==> src/rtl/cond_flag_unit.sv <==
// Condition-code evaluator and NZCV flag register for the ALU flag path.
// Optional debug overflow counter is built when COND_OVCNT_EN is defined.
module cond_flag_unit #(
  parameter int OV_CNT_W = 8
) (
  input  logic                clk,
  input  logic                reset_n,
  input  logic                InstrValid,
  input  logic [3:0]          Cond,
  input  logic [3:0]          ALUFlags,
  input  logic [1:0]          FlagW,
  input  logic                PCS,
  input  logic                RegW,
  input  logic                MemW,
  input  logic                NoWrite,
`ifdef COND_OVCNT_EN
  input  logic                OvClear,
  output logic [OV_CNT_W-1:0] OvCount,
`endif
  output logic                CondEx,
  output logic                PCSrc,
  output logic                RegWrite,
  output logic                MemWrite,
  output logic [3:0]          Flags
);

  logic [3:0] r_flags;
  logic       w_n;
  logic       w_z;
  logic       w_c;
  logic       w_v;
  logic       w_condEx;
  logic       w_commit;

  assign w_n = r_flags[3];
  assign w_z = r_flags[2];
  assign w_c = r_flags[1];
  assign w_v = r_flags[0];

  // Conditions always test the registered flags so back-to-back setters chain cleanly.
  always_comb begin
    w_condEx = 1'b0;
    unique case (Cond)
      4'b0000: w_condEx = w_z;
      4'b0001: w_condEx = ~w_z;
      4'b0010: w_condEx = w_c;
      4'b0011: w_condEx = ~w_c;
      4'b0100: w_condEx = w_n;
      4'b0101: w_condEx = ~w_n;
      4'b0110: w_condEx = w_v;
      4'b0111: w_condEx = ~w_v;
      4'b1000: w_condEx = w_c & ~w_z;
      4'b1001: w_condEx = ~w_c | w_z;
      4'b1010: w_condEx = (w_n == w_v);
      4'b1011: w_condEx = (w_n != w_v);
      4'b1100: w_condEx = ~w_z & (w_n == w_v);
      4'b1101: w_condEx = w_z | (w_n != w_v);
      4'b1110: w_condEx = 1'b1;
      default: w_condEx = 1'b0;
    endcase
  end

  assign w_commit = InstrValid & w_condEx;

  assign CondEx   = w_condEx;
  assign PCSrc    = PCS & w_commit;
  assign RegWrite = RegW & w_commit & ~NoWrite;
  assign MemWrite = MemW & w_commit;
  assign Flags    = r_flags;

  always_ff @(posedge clk or negedge reset_n) begin
    if (!reset_n) begin
      r_flags <= 4'b0000;
    end else if (w_commit) begin
      if (FlagW[1]) r_flags[3:2] <= ALUFlags[3:2];
      if (FlagW[0]) r_flags[1:0] <= ALUFlags[1:0];
    end
  end

`ifdef COND_OVCNT_EN
  logic [OV_CNT_W-1:0] r_ovCount;
  logic                w_ovInc;

  assign w_ovInc = w_commit & FlagW[0] & ALUFlags[0];
  assign OvCount = r_ovCount;

  // Clear takes priority over a same-cycle overflow; the count sticks at all-ones.
  always_ff @(posedge clk or negedge reset_n) begin
    if (!reset_n) begin
      r_ovCount <= '0;
    end else if (OvClear) begin
      r_ovCount <= '0;
    end else if (w_ovInc && (r_ovCount != {OV_CNT_W{1'b1}})) begin
      r_ovCount <= r_ovCount + 1'b1;
    end
  end
`endif

endmodule
==> config.mk <==
export PLATFORM = sky130hd
export DESIGN_NAME = cond_flag_unit
export DESIGN_NICKNAME = d
export VERILOG_FILES = /design/src/rtl/cond_flag_unit.sv
export SDC_FILE = /design/constraint.sdc
export NUM_CORES = 1
export LEC_CHECK = 0
export ABC_AREA = 1
export BUFFER_PORTS_ARGS = -buffer_cell sky130_fd_sc_hd__clkbuf_2
export CAP_MARGIN = 20
export CORE_AREA = 2 2 39 41
export CTS_BUF_LIST = sky130_fd_sc_hd__clkbuf_4
export DETAILED_ROUTE_END_ITERATION = 6
export DIE_AREA = 0 0 41 43
export PLACE_DENSITY = 0.7
export SLEW_MARGIN = 20
export SYNTH_ARGS = -nofsm -noshare
export SYNTH_HDL_FRONTEND = slang
export SYNTH_SLANG_ARGS = --single-unit
==> constraint.sdc <==
create_clock -name clk -period 2.77 [get_ports clk]
set_input_delay 0.4155 -clock clk [delete_from_list [all_inputs] [get_ports clk]]
set_output_delay 0.4155 -clock clk [all_outputs]
set_load 0.02 [all_outputs]
==> flow_metrics.tcl <==
set metrics [dict create \
    die_x_um 41 \
    layout_common_cells "nand2_1, clkbuf_2, nand3_1" \
    antenna_found_initial 0 \
    ant_nets 0 \
    place.gp.congestion 0.807 \
    rsz0062_at_grt "no" \
    post-route-period-util 0.744 \
    relSlewSlack 0.872 \
    coreArea_um2 1380 \
    clock-sinks 4 \
    cts_tree "done" \
    hold_viol 0 \
    portBuffers 24 \
    clock_latency_ns 0.23 \
    nets 124 \
    synth-seq-cells 4 \
    dp_hpwl_um 979 \
    fillers 140 \
    final_common_cell "nand2_1" \
    grt.total_usage 0.151 \
    rows 14 \
    cp.arrival_ns 1.65 \
    largest_register_ffs 4 \
    fin_crit_ns 2.06 \
    vias 564 \
    crit_start "Flags[3]" \
    cp-end-kind "output pin" \
    areaGrowthSynthToFinish_pct 33.9 \
    reg2reg_from "Flags[3]" \
    cts_root_buffer "clkbuf_4" \
    synthCells 79 \
    slew_viol_final 0 \
    drt_first_iter_violations 8 \
    cts.clk_slew.worst_paths_ns 0.04 \
    start_util 0.347 \
    drc 0 \
    timing.rr.end "Flags[3]" \
    postCtsSetupBuffers 0 \
    synth_area_um2 480 \
    finClkSkew_ns 0.00173 \
    dr.pass1.iters 4 \
    grt.overflow.total 0 \
    grt_max_degree 10 \
    multi_input_area_um2 322 \
    cts_htree_levels 1 \
    fmax_ghz 0.485 \
    max-vdd-ir-drop_mv 0.532 \
    r2r_slack_ns 1.36 \
    pin_count 25 \
    clock_path_buffers 2 \
    maxCapViolations 0 \
    viasPerCell 4.66 \
    hold_class "in -> reg" \
    final_layout_size_suffix_gt1_frac 0.419 \
    outcome "finished clean" \
    worstRegToRegCells 10 \
    syn_nets 96 \
    cts_buffers 3 \
    grt_pass1_wl_um 1790 \
    finalSetupViolCount 0 \
    diodes 0 \
    synth.distinct_cells 18 \
    wire_per_inst_um 9.33 \
    wl_um 1130 \
    worst_pin_slew_ns 0.193 \
    p_leak_nw 0.370 \
    worstSetupPathType "reg -> out" \
    syn_area_per_cell_um2 6.08 \
    path_max_fanout 9 \
    grt_pass1_vias 467 \
    setup_tns_ns 0 \
    ys_seq_area_frac 0.208 \
    yosys_warnings 0 \
    seqCellArea_um2 100 \
    die_area_um2 1760 \
    die_h_um 43 \
    endpoint "RegWrite" \
    power_density_nw_per_um2 814 \
    whs_ns 0.429 \
    crit_required_ns 2.35 \
    critPathLaunchType "register" \
]
-- synthesized netlist by cell type --
master | instances | area share
a21boi_2 | 1 | 0.023
a21oi_2 | 1 | 0.018
buf_2 | 2 | 0.021
clkinv_1 | 3 | 0.023
dfrtp_1 | 4 | 0.21
inv_1 | 7 | 0.055
inv_2 | 3 | 0.023
nand2_1 | 25 | 0.20
nand2_2 | 5 | 0.065
nand3_1 | 9 | 0.094
nand3_2 | 3 | 0.063
nand3_4 | 1 | 0.036
nand3b_1 | 1 | 0.016
nand4_1 | 4 | 0.052
nor2_1 | 6 | 0.047
nor2_2 | 2 | 0.026
nor2_4 | 1 | 0.023
o21ai_0 | 1 | 0.010
-- per-stage QoR --
stage / instances / cell area, µm² / utilization / power [mW] / setup slack [ns]
floorplan: 79 / 480 / - / 0.355 / 0.882
global placement: 117 / 611 / 0.441 / 0.445 / 0.862
detailed placement: 117 / 611 / 0.441 / 0.454 / 0.850
CTS: 121 / 643 / 0.465 / 0.532 / 0.684
global route: 121 / 643 / 0.465 / 0.572 / 0.567
finish: 121 / 643 / 0.465 / 0.523 / 0.709
-- worst min-delay path by stage --
stage / to / cells past startpoint / slack [ns] / start
finish: Flags[1] / 3 / 0.43 / ALUFlags[1]
global route: Flags[2] / 3 / 0.43 / ALUFlags[2]
CTS: Flags[1] / 3 / 0.42 / ALUFlags[1]
detailed placement: Flags[2] / 1 / 0.23 / reset_n
global placement: Flags[2] / 1 / 0.22 / reset_n
floorplan: Flags[0] / 0 / 0.12 / reset_n
-- routing by layer --
layer / wire length (µm) / vias up / track usage
met5: 0 / - / 0
met4: 8 / 0 / 0.0400
met3: 104 / 2 / 0.0628
met2: 531 / 24 / 0.238
met1: 485 / 236 / 0.182
li1: - / 302 / -
-- worst max-delay path, cell delays in order, from the launching register on --
cell	delay, ns
dfrtp_1	0.43
inv_1	0.10
nand2_1	0.09
nand2_1	0.07
nand2_1	0.06
a21boi_2	0.18
nor2_4	0.05
nand3_4	0.11
nand3_2	0.07
nor2_1	0.09
clkbuf_2	0.17
-- logic make-up (layout without fill, tap and decap cells) --
kind of cell,after synthesis,after routing,share of synthesized area
simple gates,57,57,0.617
buf+inv,15,41,0.122
flops,4,4,0.208
compound gates,3,3,0.0521
-- report_power, final --
group	internal [mW]	total, mW	switching [mW]
Combinational	0.113	0.321	0.209
Clock	0.0484	0.0720	0.0236
Sequential	0.0883	0.130	0.0418
-- repair_timing --
action | 4_1_cts | 5_1_grt
endpoints found under the hold margin | 4 | 0
hold buffers | 1 | 0
resized for setup | 0 | 0
setup endpoints to repair | 0 | 0
-- layout make-up --
class                   count  share of cell area
repair buffers             25               0.202
multi-input cells          60               0.500
inverters                  13              0.0759
well taps                  16              0.0311
clock buffers               3              0.0350
flip-flops and latches      4               0.156
(Power assumes the default switching activity.)
